### src/rtl/rect_pos_ctl_if.sv
// Placement request channel for rect_pos_ctl.
// Valid/ready handshake carrying the target x/y position.
interface rect_pos_ctl_if;
  logic        req_valid;
  logic        req_ready;
  logic [11:0] req_x;
  logic [11:0] req_y;

  modport master (
    output req_valid,
    output req_x,
    output req_y,
    input  req_ready
  );

  modport slave (
    input  req_valid,
    input  req_x,
    input  req_y,
    output req_ready
  );
endinterface

### src/rtl/rect_pos_ctl.sv
// Frame-synchronous rectangle position controller.
// Updates xpos/ypos once per frame on the vblnk rising edge.
module rect_pos_ctl #(
  parameter int          SCREEN_W = 800,
  parameter int          SCREEN_H = 600,
  parameter int          RECT_L   = 100,
  parameter int          RECT_W   = 100,
  parameter int          STEP     = 4,
  parameter logic [11:0] INIT_X   = 12'd0,
  parameter logic [11:0] INIT_Y   = 12'd0
) (
  input  logic         clk,
  input  logic         rst_n,
  input  logic         vblnk,
  input  logic         bounce_en,
  rect_pos_ctl_if.slave req,
  output logic [11:0]  xpos,
  output logic [11:0]  ypos,
  output logic         frame_upd
);

  localparam logic signed [12:0] XMAX =
    13'(SCREEN_W - 1 - RECT_L);
  localparam logic signed [12:0] YMAX =
    13'(SCREEN_H - 1 - RECT_W);
  localparam logic signed [12:0] STEP_S =
    13'(STEP);

  typedef enum logic [1:0] {
    IDLE,
    CALC,
    HOLD
  } state_t;

  typedef struct packed {
    logic        neg;
    logic [11:0] pos;
  } axis_t;

  state_t      state;
  logic        pend;
  logic        vblnk_d;
  logic        dir_x_neg;
  logic        dir_y_neg;
  logic [11:0] req_x_q;
  logic [11:0] req_y_q;
  logic        rise;
  logic        accept;
  axis_t       nx;
  axis_t       ny;
  logic [11:0] cx;
  logic [11:0] cy;

  // One bounce step on one axis; reflects at 0 and at lim.
  function automatic axis_t step_axis(
    input logic [11:0]        pos,
    input logic               neg,
    input logic signed [12:0] lim
  );
    logic signed [12:0] p;
    logic signed [12:0] n;
    axis_t r;
    p = $signed({1'b0, pos});
    n = p;
    r.neg = neg;
    r.pos = pos;
    if (!neg) begin
      n = p + STEP_S;
      if (n >= lim) begin
        r.pos = lim[11:0];
        r.neg = 1'b1;
      end else begin
        r.pos = n[11:0];
      end
    end else if (p <= STEP_S) begin
      r.pos = 12'd0;
      r.neg = 1'b0;
    end else begin
      n = p - STEP_S;
      r.pos = n[11:0];
    end
    return r;
  endfunction

  assign rise   = vblnk & ~vblnk_d;
  assign accept = req.req_valid & req.req_ready;
  assign nx     = step_axis(xpos, dir_x_neg, XMAX);
  assign ny     = step_axis(ypos, dir_y_neg, YMAX);

  assign cx = ($signed({1'b0, req_x_q}) > XMAX)
            ? XMAX[11:0] : req_x_q;
  assign cy = ($signed({1'b0, req_y_q}) > YMAX)
            ? YMAX[11:0] : req_y_q;

  // Edge detect, request capture and ready (drops on accept).
  always_ff @(posedge clk or negedge rst_n) begin
    if (!rst_n) begin
      vblnk_d       <= 1'b0;
      req.req_ready <= 1'b0;
      req_x_q       <= 12'd0;
      req_y_q       <= 12'd0;
    end else begin
      vblnk_d       <= vblnk;
      req.req_ready <= !pend && !accept;
      if (accept) begin
        req_x_q <= req.req_x;
        req_y_q <= req.req_y;
      end
    end
  end

  // Frame FSM: one position update per vblnk rise.
  always_ff @(posedge clk or negedge rst_n) begin
    if (!rst_n) begin
      state     <= IDLE;
      pend      <= 1'b0;
      dir_x_neg <= 1'b0;
      dir_y_neg <= 1'b0;
      xpos      <= INIT_X;
      ypos      <= INIT_Y;
      frame_upd <= 1'b0;
    end else begin
      frame_upd <= 1'b0;
      unique case (state)
        IDLE: begin
          if (rise) state <= CALC;
        end
        CALC: begin
          frame_upd <= 1'b1;
          if (pend) begin
            xpos <= cx;
            ypos <= cy;
            pend <= 1'b0;
          end else if (bounce_en) begin
            xpos      <= nx.pos;
            ypos      <= ny.pos;
            dir_x_neg <= nx.neg;
            dir_y_neg <= ny.neg;
          end
          state <= HOLD;
        end
        HOLD: begin
          if (!vblnk) state <= IDLE;
        end
        default: state <= IDLE;
      endcase
      if (accept) pend <= 1'b1;
    end
  end

endmodule

### src/flat_wrapper.sv
// flat-port wrapper written by rule: the top's interface ports become plain ports
module rect_pos_ctl_flat 
#(
  parameter int          SCREEN_W = 800,
  parameter int          SCREEN_H = 600,
  parameter int          RECT_L   = 100,
  parameter int          RECT_W   = 100,
  parameter int          STEP     = 4,
  parameter logic [11:0] INIT_X   = 12'd0,
  parameter logic [11:0] INIT_Y   = 12'd0
)
  (clk, rst_n, vblnk, bounce_en, xpos, ypos, frame_upd, req_req_valid, req_req_x, req_req_y, req_req_ready);
  rect_pos_ctl_if req_i ();
  input  logic clk;
  input  logic rst_n;
  input  logic vblnk;
  input  logic bounce_en;
  output logic [11:0] xpos;
  output logic [11:0] ypos;
  output logic frame_upd;
  input wire logic [$bits(req_i.req_valid)-1:0] req_req_valid;
  input wire logic [$bits(req_i.req_x)-1:0] req_req_x;
  input wire logic [$bits(req_i.req_y)-1:0] req_req_y;
  output wire logic [$bits(req_i.req_ready)-1:0] req_req_ready;
  assign req_i.req_valid = req_req_valid;
  assign req_i.req_x = req_req_x;
  assign req_i.req_y = req_req_y;
  assign req_req_ready = req_i.req_ready;
  rect_pos_ctl #(.SCREEN_W(SCREEN_W), .SCREEN_H(SCREEN_H), .RECT_L(RECT_L), .RECT_W(RECT_W), .STEP(STEP), .INIT_X(INIT_X), .INIT_Y(INIT_Y)) u_core (.clk(clk), .rst_n(rst_n), .vblnk(vblnk), .bounce_en(bounce_en), .req(req_i), .xpos(xpos), .ypos(ypos), .frame_upd(frame_upd));
endmodule
### config.mk
export PLATFORM = sky130hd
export DESIGN_NAME = rect_pos_ctl_flat
export DESIGN_NICKNAME = d
export VERILOG_FILES = /design/src/rtl/rect_pos_ctl_if.sv /design/src/rtl/rect_pos_ctl.sv /design/src/flat_wrapper.sv
export SDC_FILE = /design/constraint.sdc
export NUM_CORES = 1
export LEC_CHECK = 0
export ABC_AREA = 1
export CORE_MARGIN = 10
export CORE_UTILIZATION = 30
export DETAILED_ROUTE_END_ITERATION = 16
export PLACE_DENSITY_LB_ADDON = 0.25
export SLEW_MARGIN = 30
export SYNTH_ARGS = -nofsm -noshare
export SYNTH_HDL_FRONTEND = slang
export SYNTH_SLANG_ARGS = --single-unit
### constraint.sdc
create_clock -name clk -period 2.2 [get_ports clk]
set_input_delay 0.33 -clock clk [delete_from_list [all_inputs] [get_ports clk]]
set_output_delay 0.33 -clock clk [all_outputs]
set_load 0.005 [all_outputs]
# Word level (Yosys, flattened, before mapping)
# Cells that the tools add are included.
dict set report totals {
  wordCells 60
  reg_bits 56
  latch_bits 0
  mem_bits_ro 0
  memories 0
  output_inout_bits 26
  mem_bits_rw 0
}
dict set report op_classes {
  bitwise_logic 4
  n_eq_ne 4
  mul 0
  n_div 0
  n_shift 0
  reduce_logical 9
  muxes 22
  add_sub_neg 4
  n_lt_le_gt_ge 6
}
# cell n
set op_table {}
lappend op_table {{12-bit 2-to-1 mux} 10}
lappend op_table {{12-bit by 3-bit adder with 13-bit output, second input constant} 2}
lappend op_table {{13-bit 2-to-1 mux} 2}
lappend op_table {{12-bit by 3-bit less-or-equal comparator with 1-bit output, second input constant} 2}
lappend op_table {{12-bit by 3-bit subtractor with 12-bit output, second input constant} 2}
lappend op_table {{13-bit by 10-bit >= comparator with 1-bit output, second input constant} 1}
lappend op_table {{13-bit by 11-bit >= comparator with 1-bit output, second input constant} 1}
lappend op_table {{12-bit by 10-bit > comparator with 1-bit output, second input constant} 1}
lappend op_table {{12-bit by 9-bit > comparator with 1-bit output, second input constant} 1}
lappend op_table {{1-bit 2-to-1 mux} 7}
lappend op_table {{2-bit case mux with 3 select lines} 1}
lappend op_table {{2-bit 2-to-1 mux} 2}
lappend op_table {{2-bit AND reduction} 2}
lappend op_table {{2-bit nonzero test} 2}
lappend op_table {{3-bit AND reduction} 1}
lappend op_table {{1-bit bitwise AND} 2}
lappend op_table {{2-bit by 1-bit == test with 1-bit output, second input constant} 1}
lappend op_table {{2-bit == test, second input constant} 1}
lappend op_table {{1-bit logical NOT} 2}
lappend op_table {{2-bit logical NOT} 1}
lappend op_table {{2-bit by 1-bit != test with 1-bit output, second input constant} 1}
lappend op_table {{2-bit != test, second input constant} 1}
lappend op_table {{1-bit inverter} 2}
lappend op_table {{1-bit logical AND} 1}

# Logic depth before layout (Yosys ltp)
# Gate-level depths: netlist of the first run.
dict set report depth {
  depth_word 6
  mapped_depth 17
}

# Worst setup path before layout of the first run
# Ideal clock, no wire load.
dict set report synth_path {
  kind {register to register}
  start {register u_core.xpos[2]}
  end {register u_core.xpos[0]}
  t_arrival_ns 1.700
  path_buffers 0
  synth_period_minus_slack_ns 1.816
  slack_ns 0.384
  setup_ns 0.117
  path_stages_with_launch 18
  path_cell_list {dfrtp_1 inv_1 ha_1 inv_1 nand2_1 nand2_1 nand2_1 nand3_1 nand2_1 nand2_1 nand2_1 nand2_1 nand2_2 nand3_4 nand3_1 nand2_1 nand2_1 nand2_1}
}
dict set report synth_between {
  elab_chain_cells 6
  elab_cells_between_ends 8
}
# item line_no
set synth_lines {}
lappend synth_lines {{from (decl)} rect_pos_ctl.sv:17} ;# output logic [11:0] xpos,
lappend synth_lines {{from (signal assigned)} rect_pos_ctl.sv:135} ;# xpos <= nx.pos;
lappend synth_lines {{12-bit by 3-bit adder with 13-bit output} rect_pos_ctl.sv:68} ;# n = p + STEP_S;
lappend synth_lines {{13-bit by 11-bit >= comparator with 1-bit output} rect_pos_ctl.sv:69} ;# if (n >= lim) begin
lappend synth_lines {{12-bit 2-to-1 mux} rect_pos_ctl.sv:69}
lappend synth_lines {{13-bit 2-to-1 mux (*)} rect_pos_ctl.sv:67} ;# if (!neg) begin
lappend synth_lines {{12-bit 2-to-1 mux (*)} rect_pos_ctl.sv:134} ;# end else if (bounce_en) begin
lappend synth_lines {{12-bit 2-to-1 mux (*)} rect_pos_ctl.sv:130} ;# if (pend) begin
# Every way passes the cells marked *; elsewhere a longest branch is shown, timed or not. The select of a mux whose other input is x is not followed.
# A chain may end at the register's enable or synchronous reset.

# Worst setup path after layout of the first run
dict set report layout_path {
  start {register u_core.xpos[2]}
  end {register u_core.xpos[1]}
}
# The elaborated chain is that of the path after synthesis.

==> results.toml, run 1 <==
[drt]
drt-total-wl_um = 9210
postRouteAntennaNets = 0
drt-pass1-iter-count = 4
drc = 0
drt_iter0_drc = 187
wire_per_inst_um = 14.0
routed_via_density = 4.73
dr_total_vias = 3115

[logic_synthesis]
synth-seq-cells = 56
syn_inst = 457
synth_edf_count = 0
synth_ff_type = "dfrtp_1"
syn-cell-area_um2 = 3550
syn_avg_cell_area_um2 = 7.77
seq_area_frac_synth_pct = 39.5
synth_warnings = 0
synthDistinctLibCells = 43
async_flop_share_pct = 100
syn-num-nets = 492

[timing]
rsz0062_at_grt = "false"
drv_slew = 0
maxSlewHeadroom_pct = 52.4
final-setup-viol-count = 0
tns_ns = 0
finalHoldViolations = 0
final.period_utilization_pct = 90.9
worst_pin_slew_ns = 0.715
skew_ns = 0.00380
max_freq_mhz = 500
timing.final.crit_period_ns = 2.00

[clock_network]
cts_sinks = 56
h-tree-depth = 2
cts-buffers-inserted = 5
clock_latency_ns = 0.29
cts_root_buffer = "clkbuf_16"
cts_tree = "yes"
clk_pin_slew_worst_paths_ns = 0.07
clock_path_buffers = 2

[layout]
diodes = 0
final_cell_mix = "nand2_1, dfrtp_1, clkdlybuf4s50_1, inv_1, nor2_1"
mostFrequentLayoutCell = "nand2_1"
fillers = 1207
drive_gt1_share_pct = 14.3
nNetsFinal = 550
area_delta_synth_final_pct = 25.8

[floorplan]
coreArea_um2 = 11500
start_util_pct = 30.8
ios = 55
fp.dieW_um = 129
die_y_um = 129
die_area_um2 = 16600
num_rows = 39

[power]
fin_total_pwr_mw = 6.22
peakVddDrop_v = 0.000455
p_leak_nw = 2.06
power_density_nw_per_um2 = 1390

[grt]
grt_pass1_wl_um = 15300
antenna_found_initial = 0
grt_max_degree = 57
grt_usage_pct = 11.1
first_global_vias = 3057
grt_overflow = 0

[worst_setup_path]
path_max_fanout = 5
crit_slowest_cell = "dfrtp_1"
crit_arrival_ns = 2.19
critPathBufInv = 2
crit_family = "simple AND/OR/NAND/NOR gates"
cpMostUsedCell = "nand2_1"
end_kind = "flip-flop"
crit_required_ns = 2.39
critPathMaxStageDelay_ns = 0.40
crit_type = "flip-flop to flip-flop"
critPathLaunchType = "flip-flop"
path_cells = "inv_1 > ha_1 > inv_1 > nand2_1 > nand2_1 > nand2_1 > nand3_1 > nand2_1 > nand2_1 > nand2_1 > nand2_1 > nand2_2 > nand3_4 > nand3_1 > nand2_1 > nand2_1 > nand2_1"

[placed_design]
dp_hpwl_um = 7280
port_buffers = 54
gp_congestion = 0.927

[min_path]
hp-class = "input port to asynchronous set/reset pin"

[run_status]
status = "completed"

[job]
cap_violations = 0
[registers in the layout, summed over array words and instances, names as in the netlist]
name                  cells
u_core.req_x_q           12
u_core.dir_y_neg          1
u_core.vblnk_d            1
u_core.xpos              12
u_core.ypos              12
u_core.req_y_q           12
u_core.pend               1
u_core.req.req_ready      1
u_core.state              2
u_core.dir_x_neg          1
u_core.frame_upd          1
[worst paths after layout]
path	from	end	slack, ns	cells past startpoint
hold / removal	rst_n	u_core.req_y_q[0]$_DFFE_PN0P_	0.17	2
min in group clk	u_core.vblnk_d$_DFF_PN0_	u_core.state[0]$_DFFE_PN0P_	0.42	1
setup reg to reg	u_core.xpos[2]$_DFFE_PN0P_	u_core.xpos[1]$_DFFE_PN0P_	0.20	17
max in group asynchronous	rst_n	u_core.xpos[3]$_DFFE_PN0P_	1.51	2
setup / recovery	u_core.xpos[2]$_DFFE_PN0P_	u_core.xpos[1]$_DFFE_PN0P_	0.20	17
hold reg to reg	u_core.vblnk_d$_DFF_PN0_	u_core.state[0]$_DFFE_PN0P_	0.42	1
[timing repair]
item                                    4_1_cts  5_1_grt
hold buffers                                  0        0
gates resized for setup                       0        2
buffers inserted                              0        2
endpoints found under the setup margin        0        8
[cells by family (layout without fill, tap and decap cells)]
| logic type | after synthesis | in the layout | share of synthesized area [%] |
|---|---|---|---|
| compound gates | 69 | 69 | 12.0 |
| xor+xnor | 20 | 20 | 5.14 |
| fa+ha+maj | 6 | 6 | 2.11 |
| buf+inv | 67 | 126 | 7.61 |
| flops | 56 | 56 | 39.5 |
| mux | 14 | 14 | 4.44 |
| simple gates | 225 | 225 | 29.2 |
[metal layers]
layer	vias to the layer above	GRT usage, %	share of wire, %
met5	-	0	0
met4	0	3.01	1.1
met3	5	1.60	4.1
met2	76	17.4	44
met1	1436	15.7	50
li1	1598	-	-
[stage by stage]
step / setup WS, ns / hold slack (ns) / utilization [%] / cells / instance area, µm²
finish: 0.200 / 0.167 / 38.8 / 659 / 4470
global route: 0.0125 / 0.246 / 38.8 / 659 / 4470
CTS: 0.171 / 0.200 / 38.7 / 657 / 4450
detailed placement: 0.183 / 0.408 / 37.2 / 649 / 4280
global placement: 0.207 / 0.387 / 37.2 / 649 / 4280
floorplan: 0.384 / 0.0344 / - / 457 / 3550
[where the power goes]
group / leakage, nW / internal [mW] / switching (mW) / total, mW
logic: 1.31 / 1.43 / 1.78 / 3.22
clock network: 0.0840 / 0.542 / 0.386 / 0.928
registers: 0.668 / 1.50 / 0.576 / 2.08
total: 2.06 / 3.48 / 2.75 / 6.22
[synth_stat cells (3+ instances only)]
cell type    n  area [µm²]
xor2_1      18         158
mux2_2      14         158
o21ai_2      6        52.6
clkbuf_1     6        22.5
nand2_1    108         405
nor2_2       7        43.8
nor3_1       7        35.0
nor2_1      47         176
ha_1         6        75.1
nand3_2      4        40.0
nand4_1      6        37.5
a31oi_1      3        18.8
o22ai_1      3        18.8
a21oi_1     23         115
nand3_1     29         145
o21ai_0     20         100
inv_1       50         188
nand2_2      6        37.5
dfrtp_1     56        1400
buf_4        3        22.5
buf_2        5        25.0
nor2_4       3        33.8
[layout make-up]
cell class	count	area, µm²	area share, %
Clock buffer	5	125	2.80
Multi-Input combinational cell	334	1880	42.1
Timing Repair Buffer	66	638	14.3
Sequential cell	56	1400	31.4
Clock inverter	3	47.5	1.06
Tap cell	143	179	4.00
Inverter	52	195	4.37
Power figures use the tool's default switching activity.
==> run 2: changes to the inputs <==
Settings changed: ABC_CLOCK_PERIOD_IN_PS from default to 2200.
==> results of run 2 <==
The final DEF is identical to that of run 1; final timing and power are the same.
